==> config.mk <==
export PLATFORM = sky130hd
export DESIGN_NAME = lc3_mem_ctrl_flat
export DESIGN_NICKNAME = d
export VERILOG_FILES = /design/src/rtl/lc3_mem_ctrl_if.sv /design/src/rtl/lc3_mem_ctrl.sv /design/src/flat_wrapper.sv
export SDC_FILE = /design/constraint.sdc
export NUM_CORES = 1
export LEC_CHECK = 0
export CORE_MARGIN = 4
export CORE_UTILIZATION = 30
export CTS_CLUSTER_SIZE = 25
export DETAILED_ROUTE_END_ITERATION = 7
export GPL_TIMING_DRIVEN = 0
export PLACE_DENSITY_LB_ADDON = 0.05
export SYNTH_ARGS = -nofsm -noshare
export SYNTH_HDL_FRONTEND = slang
export SYNTH_SLANG_ARGS = --single-unit
==> constraint.sdc <==
create_clock -name clk -period 7 [get_ports clk]
set_input_delay 1.05 -clock clk [delete_from_list [all_inputs] [get_ports clk]]
set_output_delay 1.05 -clock clk [all_outputs]
set_load 0.1 [all_outputs]
==> src/rtl/lc3_mem_ctrl_if.sv <==
// lc3_mem_ctrl_if: datapath, memory, keyboard and display signals of the LC-3 memory controller.
interface lc3_mem_ctrl_if;
    logic        req;
    logic        we;
    logic [15:0] mar;
    logic [15:0] mdr_in;
    logic [15:0] mdr_out;
    logic        done;
    logic        mem_mio_en;
    logic        mem_rw;
    logic [15:0] mem_addr;
    logic [15:0] mem_wdata;
    logic [15:0] mem_rdata;
    logic        mem_r;
    logic        kb_valid;
    logic [7:0]  kb_data;
    logic        kb_ready;
    logic        disp_valid;
    logic [7:0]  disp_data;
    logic        disp_ready;
    modport master (
        output req, we, mar, mdr_in, mem_rdata, mem_r, kb_valid, kb_data, disp_ready,
        input  mdr_out, done, mem_mio_en, mem_rw, mem_addr, mem_wdata, kb_ready, disp_valid, disp_data
    );
    modport slave (
        input  req, we, mar, mdr_in, mem_rdata, mem_r, kb_valid, kb_data, disp_ready,
        output mdr_out, done, mem_mio_en, mem_rw, mem_addr, mem_wdata, kb_ready, disp_valid, disp_data
    );
endinterface

==> src/rtl/lc3_mem_ctrl.sv <==
// lc3_mem_ctrl: LC-3 memory-access controller with local KBSR/KBDR/DSR/DDR decode.
// Define LC3_MCR_EN to add the Machine Control Register at FFFE and the o_halt output.
module lc3_mem_ctrl #(
    parameter logic [15:0] KBSR_ADDR = 16'hFE00,
    parameter logic [15:0] KBDR_ADDR = 16'hFE02,
    parameter logic [15:0] DSR_ADDR  = 16'hFE04,
    parameter logic [15:0] DDR_ADDR  = 16'hFE06
) (
    input logic clk,
    input logic rst,
    lc3_mem_ctrl_if.slave bus
`ifdef LC3_MCR_EN
    ,
    output logic o_halt
`endif
);
    localparam logic [15:0] MCR_ADDR = 16'hFFFE;
`ifdef LC3_MCR_EN
    localparam int WD = 16;
`else
    localparam int WD = 8;
`endif
    typedef enum logic [1:0] {IDLE, MEM, DEV, DONE} state_t;
    state_t r_state, w_state_n;
    logic          r_we, r_done, r_mio, r_rw, r_kb_full, r_disp_valid;
    logic [15:0]   r_addr, r_mdr, r_maddr, r_mwdata;
    logic [WD-1:0] r_wdata;
    logic [7:0]    r_kb_buf, r_disp_data;
    logic          w_mcr_hit, w_is_dev, w_in_dev, w_accept, w_mem_go, w_mem_end;
    logic          w_dev_stall, w_kbdr_rd, w_ddr_ld, w_kb_acc, w_disp_clr;
    logic          w_mio_n, w_rw_n, w_done_n, w_kb_full_n, w_disp_valid_n;
    logic [15:0]   w_mcr_rd, w_dev_rd, w_mdr_n, w_maddr_n, w_mwdata_n;
    logic [7:0]    w_kb_buf_n, w_disp_data_n;

`ifdef LC3_MCR_EN
    logic [15:0] r_mcr;
    assign w_mcr_hit = bus.mar == MCR_ADDR;
    assign w_mcr_rd  = r_mcr;
    assign o_halt    = ~r_mcr[15];
    always_ff @(posedge clk or posedge rst) begin
        if (rst) r_mcr <= 16'h8000;
        else if (w_in_dev && r_we && r_addr == MCR_ADDR) r_mcr <= r_wdata;
    end
`else
    assign w_mcr_hit = 1'b0;
    assign w_mcr_rd  = 16'h0000;
`endif

    assign w_is_dev    = bus.mar == KBSR_ADDR || bus.mar == KBDR_ADDR || bus.mar == DSR_ADDR ||
                         bus.mar == DDR_ADDR || w_mcr_hit;
    assign w_in_dev    = r_state == DEV;
    assign w_accept    = r_state == IDLE && bus.req;
    assign w_mem_go    = w_accept && !w_is_dev;
    assign w_mem_end   = r_state == MEM && bus.mem_r;
    // A pending display character blocks the next DDR write until the display takes it.
    assign w_dev_stall = r_we && r_addr == DDR_ADDR && r_disp_valid;
    assign w_kbdr_rd   = w_in_dev && !r_we && r_addr == KBDR_ADDR;
    assign w_ddr_ld    = w_in_dev && r_we && r_addr == DDR_ADDR && !r_disp_valid;
    assign w_kb_acc    = bus.kb_valid && !r_kb_full;
    assign w_disp_clr  = r_disp_valid && bus.disp_ready;
    assign w_dev_rd    = r_addr == KBSR_ADDR ? {r_kb_full, 15'b0} :
                         r_addr == KBDR_ADDR ? {8'h00, r_kb_buf} :
                         r_addr == DSR_ADDR  ? {~r_disp_valid, 15'b0} :
                         r_addr == MCR_ADDR  ? w_mcr_rd : 16'h0000;

    always_comb begin
        w_state_n = r_state;
        if (w_accept) w_state_n = w_is_dev ? DEV : MEM;
        else if (w_mem_end) w_state_n = DONE;
        else if (w_in_dev && !w_dev_stall) w_state_n = DONE;
        else if (r_state == DONE) w_state_n = IDLE;
    end

    always_comb begin
        w_mio_n        = w_mem_go ? 1'b1 : w_mem_end ? 1'b0 : r_mio;
        w_rw_n         = w_mem_go ? bus.we : w_mem_end ? 1'b0 : r_rw;
        w_maddr_n      = w_mem_go ? bus.mar : r_maddr;
        w_mwdata_n     = w_mem_go ? bus.mdr_in : r_mwdata;
        w_mdr_n        = (w_mem_end && !r_we) ? bus.mem_rdata : (w_in_dev && !r_we) ? w_dev_rd : r_mdr;
        w_done_n       = w_state_n == DONE;
        w_kb_full_n    = w_kb_acc ? 1'b1 : w_kbdr_rd ? 1'b0 : r_kb_full;
        w_kb_buf_n     = w_kb_acc ? bus.kb_data : r_kb_buf;
        w_disp_valid_n = w_ddr_ld ? 1'b1 : w_disp_clr ? 1'b0 : r_disp_valid;
        w_disp_data_n  = w_ddr_ld ? r_wdata[7:0] : r_disp_data;
    end

    always_ff @(posedge clk or posedge rst) begin
        if (rst) begin
            r_state      <= IDLE;
            r_we         <= 1'b0;
            r_addr       <= 16'h0000;
            r_wdata      <= '0;
            r_mdr        <= 16'h0000;
            r_done       <= 1'b0;
            r_mio        <= 1'b0;
            r_rw         <= 1'b0;
            r_maddr      <= 16'h0000;
            r_mwdata     <= 16'h0000;
            r_kb_full    <= 1'b0;
            r_kb_buf     <= 8'h00;
            r_disp_valid <= 1'b0;
            r_disp_data  <= 8'h00;
        end else begin
            r_state      <= w_state_n;
            if (w_accept) begin
                r_we    <= bus.we;
                r_addr  <= bus.mar;
                r_wdata <= bus.mdr_in[WD-1:0];
            end
            r_mdr        <= w_mdr_n;
            r_done       <= w_done_n;
            r_mio        <= w_mio_n;
            r_rw         <= w_rw_n;
            r_maddr      <= w_maddr_n;
            r_mwdata     <= w_mwdata_n;
            r_kb_full    <= w_kb_full_n;
            r_kb_buf     <= w_kb_buf_n;
            r_disp_valid <= w_disp_valid_n;
            r_disp_data  <= w_disp_data_n;
        end
    end

    assign bus.mdr_out    = r_mdr;
    assign bus.done       = r_done;
    assign bus.mem_mio_en = r_mio;
    assign bus.mem_rw     = r_rw;
    assign bus.mem_addr   = r_maddr;
    assign bus.mem_wdata  = r_mwdata;
    assign bus.kb_ready   = ~r_kb_full;
    assign bus.disp_valid = r_disp_valid;
    assign bus.disp_data  = r_disp_data;
endmodule

==> src/flat_wrapper.sv <==
// flat-port wrapper written by rule: the top's interface ports become plain ports
module lc3_mem_ctrl_flat 
#(
    parameter logic [15:0] KBSR_ADDR = 16'hFE00,
    parameter logic [15:0] KBDR_ADDR = 16'hFE02,
    parameter logic [15:0] DSR_ADDR  = 16'hFE04,
    parameter logic [15:0] DDR_ADDR  = 16'hFE06
)
  (clk, rst, bus_req, bus_we, bus_mar, bus_mdr_in, bus_mem_rdata, bus_mem_r, bus_kb_valid, bus_kb_data, bus_disp_ready, bus_mdr_out, bus_done, bus_mem_mio_en, bus_mem_rw, bus_mem_addr, bus_mem_wdata, bus_kb_ready, bus_disp_valid, bus_disp_data);
  lc3_mem_ctrl_if bus_i ();
  input logic clk;
  input logic rst;
  input wire logic [$bits(bus_i.req)-1:0] bus_req;
  input wire logic [$bits(bus_i.we)-1:0] bus_we;
  input wire logic [$bits(bus_i.mar)-1:0] bus_mar;
  input wire logic [$bits(bus_i.mdr_in)-1:0] bus_mdr_in;
  input wire logic [$bits(bus_i.mem_rdata)-1:0] bus_mem_rdata;
  input wire logic [$bits(bus_i.mem_r)-1:0] bus_mem_r;
  input wire logic [$bits(bus_i.kb_valid)-1:0] bus_kb_valid;
  input wire logic [$bits(bus_i.kb_data)-1:0] bus_kb_data;
  input wire logic [$bits(bus_i.disp_ready)-1:0] bus_disp_ready;
  output wire logic [$bits(bus_i.mdr_out)-1:0] bus_mdr_out;
  output wire logic [$bits(bus_i.done)-1:0] bus_done;
  output wire logic [$bits(bus_i.mem_mio_en)-1:0] bus_mem_mio_en;
  output wire logic [$bits(bus_i.mem_rw)-1:0] bus_mem_rw;
  output wire logic [$bits(bus_i.mem_addr)-1:0] bus_mem_addr;
  output wire logic [$bits(bus_i.mem_wdata)-1:0] bus_mem_wdata;
  output wire logic [$bits(bus_i.kb_ready)-1:0] bus_kb_ready;
  output wire logic [$bits(bus_i.disp_valid)-1:0] bus_disp_valid;
  output wire logic [$bits(bus_i.disp_data)-1:0] bus_disp_data;
  assign bus_i.req = bus_req;
  assign bus_i.we = bus_we;
  assign bus_i.mar = bus_mar;
  assign bus_i.mdr_in = bus_mdr_in;
  assign bus_i.mem_rdata = bus_mem_rdata;
  assign bus_i.mem_r = bus_mem_r;
  assign bus_i.kb_valid = bus_kb_valid;
  assign bus_i.kb_data = bus_kb_data;
  assign bus_i.disp_ready = bus_disp_ready;
  assign bus_mdr_out = bus_i.mdr_out;
  assign bus_done = bus_i.done;
  assign bus_mem_mio_en = bus_i.mem_mio_en;
  assign bus_mem_rw = bus_i.mem_rw;
  assign bus_mem_addr = bus_i.mem_addr;
  assign bus_mem_wdata = bus_i.mem_wdata;
  assign bus_kb_ready = bus_i.kb_ready;
  assign bus_disp_valid = bus_i.disp_valid;
  assign bus_disp_data = bus_i.disp_data;
  lc3_mem_ctrl #(.KBSR_ADDR(KBSR_ADDR), .KBDR_ADDR(KBDR_ADDR), .DSR_ADDR(DSR_ADDR), .DDR_ADDR(DDR_ADDR)) u_core (.clk(clk), .rst(rst), .bus(bus_i));
endmodule
Yosys cells after proc, flatten, opt, wreduce, memory -nomap -nowiden
Cells that the tools add are included.
W data, S select, Z words.
{"block": "classes", "eq_ne": 12, "n_mux": 17, "n_bitwise": 2, "reduce_logical": 27}
{"cell": "$eq A16 B16 Y1 const B", "n": 8}
{"cell": "$mux W16", "n": 5}
{"cell": "$logic_and A1 B1 Y1", "n": 14}
{"cell": "$mux W2", "n": 5}
{"cell": "$reduce_bool A2 Y1", "n": 4}
{"cell": "$mux W1", "n": 7}
{"cell": "$eq A2 B2 Y1 const B", "n": 3}
{"cell": "$logic_not A1 Y1", "n": 5}
{"cell": "$logic_or A1 B1 Y1", "n": 3}
{"cell": "$eq A2 B1 Y1 const B", "n": 1}
{"cell": "$logic_not A2 Y1", "n": 1}
{"cell": "$not A1 Y1", "n": 2}
{"block": "word_totals", "ff_bits": 96, "out_inout_bits": 61, "word_cells": 72}

Logic depth before layout (Yosys ltp)
{"block": "logic_depth", "word_depth": 9, "depth_mapped": 5, "depth_no_buf": 4}

Worst setup path before layout
OpenSTA, ideal clock, no wires.
{"block": "synth_path", "path_kind": "input to register", "startpoint": "input bus_mar[4]", "endpoint": "register u_core.r_maddr[14], in the netlist u_core.bus.mem_addr[14]", "arrival_time_ns": 2.709, "t_required_ns": 6.874, "setup_slack_ns": 4.165, "stages": 4, "path_buffers": 1, "path_cell_list": "or4_4 > o41ai_4 > buf_6 > mux2_2"}
{"block": "synth_between", "elab_chain_cells": 6, "elab_cells_between_ends": 9}
{"element": "start: declaration", "line_no": "flat_wrapper.sv:15", "rtl": "input wire logic [$bits(bus_i.mar)-1:0] bus_mar;"}
{"element": "$eq A16 B16 Y1", "line_no": "lc3_mem_ctrl.sv:49", "rtl": "assign w_is_dev = bus.mar == KBSR_ADDR || bus.mar == KBDR_ADDR || bus.mar == DSR_ADDR ||"}
{"element": "$logic_or A1 B1 Y1 (2 in a row)", "line_no": "lc3_mem_ctrl.sv:49"}
{"element": "$logic_or A1 B1 Y1 *", "line_no": "lc3_mem_ctrl.sv:49"}
{"element": "$logic_not A1 Y1 *", "line_no": "lc3_mem_ctrl.sv:53", "rtl": "assign w_mem_go = w_accept && !w_is_dev;"}
{"element": "$logic_and A1 B1 Y1 *", "line_no": "lc3_mem_ctrl.sv:53"}
{"element": "end signal: assignment", "line_no": "lc3_mem_ctrl.sv:114", "rtl": "r_maddr <= w_maddr_n;"}
{"element": "end: declaration", "line_no": "lc3_mem_ctrl.sv:26", "rtl": "logic [15:0] r_addr, r_mdr, r_maddr, r_mwdata;"}
Mark *: on every way between the ends. The rest lies on a longest branch, timed or not.
A chain may end at the register's enable or synchronous reset.

Worst setup path in the final report
{"block": "layout_path", "startpoint": "input bus_mar[4]", "endpoint": "register u_core.r_mwdata[8], in the netlist u_core.bus.mem_wdata[8]"}
{"block": "layout_between", "elab_chain_cells": 6, "elab_cells_between_ends": 9}
{"element": "$eq A16 B16 Y1", "line_no": "lc3_mem_ctrl.sv:49"}
{"element": "$logic_or A1 B1 Y1 (2 in a row)", "line_no": "lc3_mem_ctrl.sv:49"}
{"element": "$logic_or A1 B1 Y1 *", "line_no": "lc3_mem_ctrl.sv:49"}
{"element": "$logic_not A1 Y1 *", "line_no": "lc3_mem_ctrl.sv:53"}
{"element": "$logic_and A1 B1 Y1 *", "line_no": "lc3_mem_ctrl.sv:53"}
{"element": "end signal: assignment", "line_no": "lc3_mem_ctrl.sv:115", "rtl": "r_mwdata <= w_mwdata_n;"}
{"element": "end: declaration", "line_no": "lc3_mem_ctrl.sv:26"}
Marked as above.

==> flow_summary.yaml <==
yosys:
  syn-mean-instance-area_sq_um: 14.2
  ys_ff_latch: 96
  synth.cell_area_sq_um: 3760
  postSynth.asyncResetShare: 1.00
  library_cells_used_by_synthesis: 35
  synth-edff-count: 0
  yosys_warnings: 0
  synth_top_flop_cell: "dfrtp_1"
  mappedNetlistNets: 327
  syn_inst: 264
  ys_seq_area_frac: 0.639
critical_path:
  timing.critical_path.from_type: "input pin"
  timing.critical_path.required_ns: 7.22
  cp_data_arrival_time_ns: 3.52
  timing.setup.critical_path_class: "in2reg"
  critical_path.max_stage_delay_ns: 0.82
  critical_path.max_fanout: 10
  standard_cell_with_the_maximum_stage_delay_on_the_critical_path: "o41ai_4"
  crit_path_end_kind: "flip-flop"
  crit_chain: "clkdlybuf4s50_1, or4_4, o41ai_4, buf_6, mux2_2"
cts:
  cts_tree: "done"
  worst_skew_pair.late_latency_ns: 0.34
  cts_setup_buffers: 0
  cts_inserted_buffers: 9
  clockRootBuffer: "clkbuf_16"
  clock_path_buffers: 2
  hold_buffers: 0
  post_cts.resized_instances: 0
  deepest_level_of_the_cts_h_tree: 3
  clk_transition_reported_paths_ns: 0.06
  cts_sinks: 96
global_route:
  grt_antenna_before_repair: 0
  number_of_global_route_vias_before_repair: 2904
  gr-usage-all-layers: 0.138
  pin_count_of_the_biggest_net_entering_global_routing: 64
  grt_pass1_wl_um: 15400
  overflow: 0
placement:
  port_buffers: 123
  finalWeightedCongestion: 0.719
  placement.cell_area_sq_um: 5230
  dp.final_hpwl_um: 6770
layout:
  layout.nets: 462
  syn_to_final_growth_pct: 47.3
  antenna-diode-count: 0
  finalInstanceArea_sq_um: 5540
  final_layout_size_suffix_gt1_frac: 0.208
die:
  die_w_um: 120
  die_h_um: 120
  io_pins: 124
  placement_row_count: 40
  core_area_sq_um: 12200
  design.die.area_sq_um: 14400
  initial_utilization: 0.309
sta:
  max_transition_margin: 0.321
  unrepaired_setup_endpoints_after_global_routing: "false"
  achievable-frequency_ghz: 0.303
  period_minus_slack_ns: 3.30
  slew_viol_final: 0
  finClkSkew_ns: 0.00548
  hold_viol: 0
  timing.setup.tns_ns: 0
  layout_worst_path_cycle_share: 0.471
  least_margin_pin_slew_ns: 1.02
  setup_viol_count_final: 0
  fin_hold_ws_ns: 0.489
detailed_routing:
  drt_pass1_iterations: 4
  detail_route.drc_violations: 0
  ant_nets: 0
  vias: 2632
  via_per_inst: 4.60
  wire_per_inst_um: 16.3
  number_of_drc_markers_after_the_initial_detailed_route_iteration: 85
  postRouteWirelength_um: 9320
hold_path:
  worst_hold_path_type: "reg2reg"
status:
  run_status: "finished clean"
flow_run:
  max-cap-violations: 0
## critical path, delay by kind of cell
kind / cells / cell delay (ns)
compound gates: 1 / 0.82
simple gates: 1 / 0.58
mux: 1 / 0.34
buf+inv: 2 / 0.72
## area by class of cell
class,instances,area (sq um)
flip-flops and latches,96,2400
well taps,168,210
repair buffers,124,1260
inverters,12,47.5
clock buffers,15,298
clock inverters,1,7.51
plain buffers,9,52.6
fillers,1173,6630
multi-input cells,147,1260
## cells in the mapped netlist (2+ instances only)
library cell,instances,area [sq um]
nand3_1,4,20.0
mux2_2,58,653
buf_6,2,22.5
nand4_1,2,12.5
dfrtp_1,96,2400
nand2_1,14,52.6
nand4b_1,2,17.5
inv_1,12,45.0
a21o_1,2,15.0
clkbuf_1,6,22.5
nand2b_1,2,12.5
o21ai_0,17,85.1
nor2_1,5,18.8
a22o_1,14,123
a22oi_1,8,60.1
## path summary, 6_finish.rpt
check / start / endpoint / slack, ns / depth (start not counted)
min in group asynchronous: rst / u_core.r_kb_buf[6] / 1.08 / 2
max: bus_mar[4] / u_core.bus.mem_wdata[8] / 3.70 / 5
max in group asynchronous: rst / u_core.r_addr[14] / 5.26 / 3
max reg2reg: u_core.r_addr[0] / u_core.bus.disp_data[0] / 4.67 / 4
min: u_core.bus.mem_mio_en / u_core.bus.mem_mio_en / 0.49 / 2
min reg2reg: u_core.bus.mem_mio_en / u_core.bus.mem_mio_en / 0.49 / 2
## layer usage
metal	track usage	share of wire	vias up
met4	0.0422	0.013	0
met5	0	0	-
met1	0.159	0.41	1331
met2	0.228	0.49	73
li1	-	-	1218
met3	0.0655	0.079	10
## state kept, by name, indices dropped and copies added, names as in the netlist
name                   count
u_core.bus.disp_valid      1
u_core.r_wdata             8
u_core.bus.mem_wdata      16
u_core.r_state             2
u_core.bus.done            1
u_core.r_we                1
u_core.bus.disp_data       8
u_core.r_addr             16
u_core.bus.mem_addr       16
u_core.bus.mem_mio_en      1
u_core.r_kb_full           1
u_core.r_kb_buf            8
u_core.bus.mem_rw          1
u_core.bus.mdr_out        16
## kinds of logic after synthesis
logic type / Yosys count / share of synthesized area
buffers and inverters: 21 / 0.0260
AO/OA/AOI/OAI: 47 / 0.0918
flip-flops: 96 / 0.639
multiplexers: 59 / 0.177
AND/OR/NAND/NOR: 41 / 0.0666
## cell usage in the layout, fill, tap and decap left out, types with 2 or more instances in the layout
master / count
a21o_1: 2
a22o_1: 14
a22oi_1: 8
buf_6: 2
clkbuf_1: 7
clkbuf_16: 9
clkbuf_8: 5
clkdlybuf4s50_1: 123
dfrtp_1: 96
inv_1: 11
mux2_2: 58
nand2_1: 14
nand2b_1: 2
nand3_1: 4
nand4_1: 2
nand4b_1: 2
nor2_1: 5
o21ai_0: 17
## metrics by stage
step	std cells	utilization	setup slack (ns)
detailed placement	556	0.430	3.35
CTS	572	0.455	3.72
floorplan	264	-	3.44
global route	572	0.455	3.65
global placement	555	0.428	1.73
finish	572	0.455	3.70
Power is left out: the tool's default activity adds up to more than one toggle a clock period on the data nets, which glitch-free logic cannot reach.
